--- src/rtl/exc_irq_ctrl.sv ---
// Exception/interrupt sequencer: edge-captures IRQs, arbitrates lowest index, runs IDLE->ENTRY->HANDLER.
// Latency: invalid opcode redirects in the same cycle; IRQ rise at t gives ENTRY (exc/ack) at t+2.
// Backpressure: none. IRQs stay pending while masked in HANDLER; rises are never dropped except by reset.
module exc_irq_ctrl #(
  parameter int          N_IRQ      = 4,
  parameter logic [63:0] EXC_VECTOR = 64'h0000_0000_0000_00D8
) (
  input  logic                     clk,
  input  logic                     reset,
  input  logic [N_IRQ-1:0]         irq_req,
  input  logic                     not_an_instr,
  input  logic                     eret,
  output logic                     exc,
  output logic [63:0]              exc_vector,
  output logic                     elr_we,
  output logic                     esr_we,
  output logic [3:0]               status,
  output logic [$clog2(N_IRQ)-1:0] irq_id,
  output logic [N_IRQ-1:0]         irq_ack,
  output logic                     in_handler,
  output logic                     fatal
);

  localparam int IDW = $clog2(N_IRQ);

  typedef enum logic [1:0] {
    S_IDLE    = 2'd0,
    S_ENTRY   = 2'd1,
    S_HANDLER = 2'd2
  } state_t;

  state_t           state_q, state_d;
  logic [N_IRQ-1:0] irq_req_q, irq_req_d;
  logic [N_IRQ-1:0] pending_q, pending_d;
  logic [IDW-1:0]   irq_id_q, irq_id_d;
  logic             fatal_q, fatal_d;

  logic [N_IRQ-1:0] rise;
  logic [N_IRQ-1:0] clr;
  logic [IDW-1:0]   win_id;
  logic             exc_c, elr_we_c, esr_we_c;
  logic [3:0]       status_c;
  logic [N_IRQ-1:0] irq_ack_c;

  // State register; reset aborts any exception in flight and drops pending IRQs.
  always_ff @(posedge clk) begin
    if (reset) begin
      state_q   <= S_IDLE;
      irq_req_q <= '0;
      pending_q <= '0;
      irq_id_q  <= '0;
      fatal_q   <= 1'b0;
    end else begin
      state_q   <= state_d;
      irq_req_q <= irq_req_d;
      pending_q <= pending_d;
      irq_id_q  <= irq_id_d;
      fatal_q   <= fatal_d;
    end
  end

  // Fixed-priority arbiter: scan from the top so the lowest pending index is the last write.
  always_comb begin
    win_id = '0;
    for (int i = N_IRQ - 1; i >= 0; i--) begin
      if (pending_q[i]) win_id = IDW'(i);
    end
  end

  // Next state, pending bookkeeping and redirect outputs.
  always_comb begin
    state_d   = state_q;
    irq_id_d  = irq_id_q;
    fatal_d   = fatal_q;
    clr       = '0;
    exc_c     = 1'b0;
    elr_we_c  = 1'b0;
    esr_we_c  = 1'b0;
    status_c  = 4'b0000;
    irq_ack_c = '0;

    case (state_q)
      S_IDLE: begin
        // A faulting instruction outranks pending IRQs; they wait until after ERET.
        if (not_an_instr) begin
          exc_c    = 1'b1;
          elr_we_c = 1'b1;
          esr_we_c = 1'b1;
          status_c = 4'b0010;
          state_d  = S_HANDLER;
        end else if (|pending_q) begin
          irq_id_d = win_id;
          state_d  = S_ENTRY;
        end
      end
      S_ENTRY: begin
        exc_c            = 1'b1;
        elr_we_c         = 1'b1;
        esr_we_c         = 1'b1;
        status_c         = 4'b0001;
        irq_ack_c[irq_id_q] = 1'b1;
        clr[irq_id_q]    = 1'b1;
        state_d          = S_HANDLER;
      end
      S_HANDLER: begin
        if (eret) begin
          state_d = S_IDLE;
        end else if (not_an_instr) begin
          // Fault inside the handler cannot be re-entered; flag it and keep running.
          fatal_d = 1'b1;
        end
      end
      default: state_d = S_IDLE;
    endcase

    // A new rise in the same cycle as the clear keeps the line pending.
    rise      = irq_req & ~irq_req_q;
    irq_req_d = irq_req;
    pending_d = (pending_q & ~clr) | rise;
  end

  // Outputs are held low while reset is asserted.
  assign exc        = exc_c & ~reset;
  assign elr_we     = elr_we_c & ~reset;
  assign esr_we     = esr_we_c & ~reset;
  assign status     = reset ? 4'b0000 : status_c;
  assign irq_ack    = reset ? '0 : irq_ack_c;
  assign irq_id     = reset ? '0 : irq_id_q;
  assign in_handler = (state_q == S_HANDLER) & ~reset;
  assign fatal      = fatal_q & ~reset;
  assign exc_vector = EXC_VECTOR;

endmodule

--- config.mk ---
export PLATFORM = sky130hd
export DESIGN_NAME = exc_irq_ctrl
export DESIGN_NICKNAME = d
export VERILOG_FILES = /design/src/rtl/exc_irq_ctrl.sv
export SDC_FILE = /design/constraint.sdc
export NUM_CORES = 1
export LEC_CHECK = 0
export BUFFER_PORTS_ARGS = -buffer_cell sky130_fd_sc_hd__buf_2
export CORE_ASPECT_RATIO = 1.4
export CORE_MARGIN = 2
export CORE_UTILIZATION = 39
export DETAILED_ROUTE_END_ITERATION = 12
export HOLD_SLACK_MARGIN = 0.1
export PLACE_DENSITY = 0.88
export SYNTH_ARGS = -nofsm -noshare
export SYNTH_HDL_FRONTEND = slang
export SYNTH_SLANG_ARGS = --single-unit
--- constraint.sdc ---
create_clock -name clk -period 1.3 [get_ports clk]
set_input_delay 0.26 -clock clk [delete_from_list [all_inputs] [get_ports clk]]
set_output_delay 0.26 -clock clk [all_outputs]
set_load 0.05 [all_outputs]
==> run_results.csv, run 1 <==
group,metric,value,unit
run_status,outcome,"finished with violations",
run_status,violations,"setup timing",
final_layout,fin_area,1350,µm²
worst_setup_path,cp_cell_sequence,"or3b_4 -> nor3_4 -> buf_6",
global_routing,met3_usage,0.0202,
global_routing,grt_start_max_net_pins,11,
placement,gp_congestion,0.746,
clocking,cts_buffers,3,
worst_setup_path,crit_type,"flop to primary output",
placement,dpl_cell_area,1090,µm²
logic_synthesis,yosys-top-cells-area,"buf_4 (47%), dfxtp_1 (24%), nand2b_1 (4.0%), nor2b_1 (3.4%), nor2_1 (2.7%)",
logic_synthesis,synth_edf_count,0,
timing,fin_ws,-0.279,ns
power,power.net_switching,0.736,mW
logic_synthesis,synthArstFlopShare,0,
timing,final_max_slew_viol_count,0,
final_layout,drive_gt1_frac,0.376,
logic_synthesis,ys_warn_count,0,
logic_synthesis,synth_seq_area_share,0.236,
global_routing,antenna_found_initial,0,
routing,via_per_inst,3.80,
logic_synthesis,syn-cell-area,1100,µm²
placement,io_buffer_count,20,
global_routing,grtUsageTotal,0.105,
routing,vias,783,
logic_synthesis,yosys.cell_count.top_type,"buf_4",
timing,fmax,633,MHz
global_routing,grt_pass1_vias,586,
power,max-vdd-ir-drop,0.571,mV
global_routing,grtUsageMet1,0.105,
logic_synthesis,synth_area_per_cell,8.06,µm²
routing,routedWlPerCell,8.96,µm
global_routing,grt_pass1_wl,2590,µm
clocking,tritoncts,"built",
power,power_density,1060,nW/µm²
logic_synthesis,synthFlopType,"dfxtp_1",
die,die_h,66.9,µm
worst_setup_path,end_kind,"primary output",
global_routing,top_usage_layer,"met2",
hold_path,hold_path_class,"input port to flop",
worst_setup_path,path_buf_inv,1,
final_layout,syn_to_final_growth,22.7,%
worst_setup_path,required,1.04,ns
die,rows,22,
worst_setup_path,slowest_delay,0.43,ns
clocking,clock-sinks,13,
clocking,clk_latency,0.27,ns
logic_synthesis,yosysUniqueCellTypes,26,
placement,dp_hpwl,1340,µm
power,p_comb_frac,0.525,
clocking,clock_path_buffers,2,
worst_setup_path,cp_top_family,"simple AND/OR/NAND/NOR gates",
timing,setup_viol,11,
timing,fin_crit_sh,1.21,
worst_setup_path,crit_path_max_fanout,3,
routing,drt_iter0_markers,17,
timing,rsz0062_at_grt,"yes",
routing,drc,0,
logic_synthesis,synth_top_cell_by_area,"buf_4",
worst_setup_path,cp_data_arrival_time,1.32,ns
timing,min_period,1.58,ns
logic_synthesis,synth_top_area_share,0.469,
power,switching_share,0.512,
die,fp.dieW,49.0,µm
die,dieArea,3280,µm²
logic_synthesis,synthCells,137,
logic_synthesis,synth_top_cells_by_count,"buf_4 (69), dfxtp_1 (13), nor2_1 (8), nand2b_1 (7), nor2b_1 (6)",
timing,fin_setup_tns,-1.71,ns
final_layout,nNetsFinal,179,
clocking,path_clk_slew,0.07,ns
global_routing,grt_overflow_total,0,
die,io_pins,87,
final_layout,n_antenna_cell,0,
worst_setup_path,crit_path_top_delay_cell,"or3b_4",
worst_setup_path,worst_setup_path_start_kind,"flop",
power,p_int,0.702,mW
routing,routed_wl,1850,µm
routing,drt_pass1_iterations,4,
placement,pre_cts_ws,-0.0749,ns
run,maxCapViolCount,0,
clocking,cts-root-buf,"clkbuf_4",
routing,ant_nets,0,
power,p_leak,0.667,nW
timing,hold_ws,0.218,ns
die,start_util,0.413,
clocking,htreeDepth,1,
timing,hold_violations,0,
logic_synthesis,ys_seq_elements,13,
power,seqPwrFrac,0.311,
timing,skew,0.00465,ns
die,core,2670,µm²
power,power_frac_clock,0.164,
global_routing,grt_util_met2,0.197,
final cells by class:
cell class,count,area (µm²)
clock buffer,4,26.3
tap,36,45.0
multi-input combinational,113,674
inverter,3,11.3
fill,264,1320
timing repair buffer,37,333
sequential,13,264
state kept, by name (all words and copies together) (netlist names):
register / count
pending_q: 4
irq_id_q: 2
irq_req_q: 4
state_q: 2
fatal_q: 1
layer usage:
metal / wire length [µm] / vias up / share of wire
met2: 1040 / 60 / 0.56
met1: 586 / 345 / 0.32
met4: 32 / 0 / 0.017
li1: - / 372 / -
met5: 0 / - / 0
met3: 186 / 6 / 0.10
through the flow:
stage,total power [mW],instances,util
2_1_floorplan,1.21,201,-
3_3_place_gp,1.10,195,0.408
3_5_place_dp,1.10,195,0.408
4_1_cts,1.42,205,0.487
5_1_grt,1.51,206,0.507
6_report,1.44,206,0.507
logic make-up after synthesis:
group	synth area share
and+or+nand+nor	0.177
DFF	0.236
other	0.00681
buffers and inverters	0.498
AOI/OAI and AO/OA	0.0828
worst paths after layout:
| kind | slack (ns) | cells past startpoint | start | endpoint |
|---|---|---|---|---|
| min reg2reg | 0.47 | 2 | fatal_q | fatal_q |
| max reg2reg | -0.11 | 5 | state_q[1] | state_q[0] |
| min | 0.22 | 2 | irq_req[0] | irq_req_q[0] |
| max | -0.28 | 3 | irq_id_q[0] | irq_ack[0] |
repair_timing:
action                                  CTS  global route
gates cloned                              0             0
pin swaps                                 8             5
hold buffers                              0             0
buffers inserted                          6             1
gates resized for setup                  39            12
endpoints found under the setup margin   12            16
power groups by stage:
stage	clock network, mW	logic, mW	registers [mW]
3_3_place_gp	0	0.649	0.449
5_1_grt	0.269	0.785	0.452
4_1_cts	0.242	0.729	0.444
3_5_place_dp	0	0.653	0.451
2_1_floorplan	0	0.763	0.451
6_report	0.236	0.755	0.448
cell usage in the layout (no fill, tap or decap), types with 2 or more instances in the layout:
master,count
conb_1,66
buf_6,14
buf_4,12
dfxtp_1,10
buf_2,8
nand2b_1,6
nor2b_1,5
a21oi_1,5
nor2_4,3
nor3_4,3
inv_1,3
nor2_1,3
clkbuf_4,3
dfxtp_2,3
buf_8,3
nor2_2,2
o21ai_2,2
o21ai_1,2
o41ai_2,2
Power figures use the tool's default switching activity.
==> run 2: changes to the inputs <==
CORE_UTILIZATION = 35   (was 39)
PLACE_DENSITY = 0.83   (was 0.88)
clock period = 1.44 ns   (was 1.3 ns; I/O delays follow)
==> run 2 against run 1 <==
Compared with the run above: the flow still finishes with violations (setup timing); final cell count fell by 1.9%; clock skew barely moved; sequential power fell by 8.9%; highest routed layer is now met3; clock power rose by 32%; flip-flop and latch count did not move; cell area fell by 8.6%; worst setup slack improved by 0.14 ns.
==> run_results.csv, run 2 (synthesis results as in run 1) <==
group,metric,value,unit
routing,routed_wl,1700,µm
timing,hold_violations,0,
power,max-vdd-ir-drop,0.639,mV
final_layout,syn_to_final_growth,12.1,%
worst_setup_path,cp_cell_sequence,"or3b_4 -> nor3_4 -> buf_6",
final_layout,fin_area,1240,µm²
global_routing,grt_pass1_vias,588,
clocking,clk_latency,0.24,ns
routing,drc,0,
routing,drt_iter0_markers,5,
final_layout,final_common_cell,"conb_1",
worst_setup_path,r2r_end,"irq_id_q[0]",
final_layout,nNetsFinal,172,
worst_setup_path,cp_top_family,"simple AND/OR/NAND/NOR gates",
hold_path,hold_path_class,"input port to flop",
timing,final_max_slew_viol_count,0,
die,rows,24,
routing,vias,736,
run_status,violations,"setup timing",
timing,min_period,1.58,ns
timing,setup_viol,9,
placement,dp_hpwl,1300,µm
worst_setup_path,crit_path_top_delay_cell,"or3b_4",
worst_setup_path,end_kind,"primary output",
worst_setup_path,r2r-start,"state_q[0]",
global_routing,grt_start_max_net_pins,14,
worst_setup_path,cp_data_arrival_time,1.29,ns
worst_setup_path,required,1.15,ns
final_layout,nFillCells,317,
clocking,tritoncts,"built",
worst_setup_path,crit_path_max_fanout,3,
timing,rsz0062_at_grt,"yes",
power,power,1.34,mW
clocking,clock_path_buffers,2,
run,maxCapViolCount,0,
timing,fmax,635,MHz
die,io_pins,87,
worst_setup_path,slowest_delay,0.41,ns
final_layout,drive_gt1_frac,0.307,
run_status,outcome,"finished with violations",
timing,fin_setup_tns,-0.726,ns
placement,dpl_cell_area,1030,µm²
global_routing,antenna_found_initial,0,
final_layout,n_antenna_cell,0,
clocking,htreeDepth,1,
hold_path,whs_endpoint,"irq_req_q[1]",
worst_setup_path,worst_setup_path_start_kind,"flop",
worst_setup_path,ff2ff_path_depth,5,
worst_setup_path,path_buf_inv,1,
hold_path,holdPathStages,2,
global_routing,grt_overflow_total,0,
power,power_density,1080,nW/µm²
worst_setup_path,setup.worst_path.start,"state_q[0]",
placement,io_buffer_count,20,
routing,drt_pass1_iterations,4,
routing,ant_nets,0,
routing,routedWlPerCell,8.42,µm
die,core,3060,µm²
final_layout,reg_top3,"irq_req_q (4), pending_q (4)",
final_layout,final_cell_mix,"conb_1 (66), dfxtp_1 (10), buf_6 (9), buf_4 (9), buf_2 (8)",
clocking,clock-sinks,13,
timing,fin_ws,-0.135,ns
clocking,path_clk_slew,0.05,ns
worst_setup_path,crit_type,"flop to primary output",
placement,pre_cts_ws,0.0226,ns
die,start_util,0.360,
die,fp.dieW,51.5,µm
hold_path,min_from,"irq_req[1]",
clocking,cts-root-buf,"clkbuf_8",
clocking,cts_hold_buf,0,
worst_setup_path,r2r_slack,0.16,ns
global_routing,grtUsageTotal,0.0897,
routing,via_per_inst,3.64,
power,p_leak,0.618,nW
global_routing,grt_pass1_wl,2580,µm
timing,fin_crit_sh,1.09,
placement,gp_congestion,0.802,
die,dieArea,3620,µm²
die,die_h,70.4,µm
clocking,cts_buffers,3,
timing,skew,0.00421,ns
==> run 2: worst reg2reg max path, cell delays in order (launching register included) <==
cell	delay (ns)
dfxtp_2	0.33
buf_6	0.12
buf_4	0.13
nor3_2	0.23
nand2b_1	0.10
o41ai_2	0.27
==> run 2: per-layer routing <==
metal / global-route usage / up-vias / routed length, µm
li1: - / 357 / -
met1: 0.110 / 323 / 591
met2: 0.150 / 56 / 914
met3: 0.0192 / 0 / 195
met4: 0.0351 / 0 / 0
met5: 0 / - / 0
==> run 2: layout make-up <==
type / instances / area, µm² / area share
clock buffers: 4 / 45.0 / 0.0364
inverters: 3 / 11.3 / 0.00910
multi-input cells: 113 / 612 / 0.494
flip-flops and latches: 13 / 267 / 0.215
well taps: 39 / 48.8 / 0.0394
repair buffers: 30 / 254 / 0.205
==> run 2: power breakdown <==
group	internal (mW)	leakage, nW	switching (mW)
Sequential	0.386	0.109	0.0214
Combinational	0.106	0.486	0.513
Clock	0.194	0.0228	0.116
Total	0.687	0.618	0.651
==> run 2: worst max path at each step <==
stage,cells past startpoint,end
6_report,3,irq_ack[0]
5_1_grt,5,exc
4_1_cts,3,irq_ack[0]
3_5_place_dp,3,irq_ack[0]
3_3_place_gp,3,irq_ack[0]
2_1_floorplan,3,irq_ack[0]
==> run 2: per-stage QoR <==
step / cells / hold WS, ns / utilization
after detailed placement: 191 / 0.454 / 0.335
final: 202 / 0.275 / 0.404
after CTS: 198 / 0.274 / 0.382
after global routing: 202 / 0.275 / 0.404
after global placement: 191 / 0.448 / 0.335
after floorplan: 201 / 0.416 / -
==> run 2: what timing repair did <==
item,in CTS,in global routing
setup endpoints to repair,11,12
buffers inserted,3,4
pin swaps,3,4
gates resized for setup,25,9
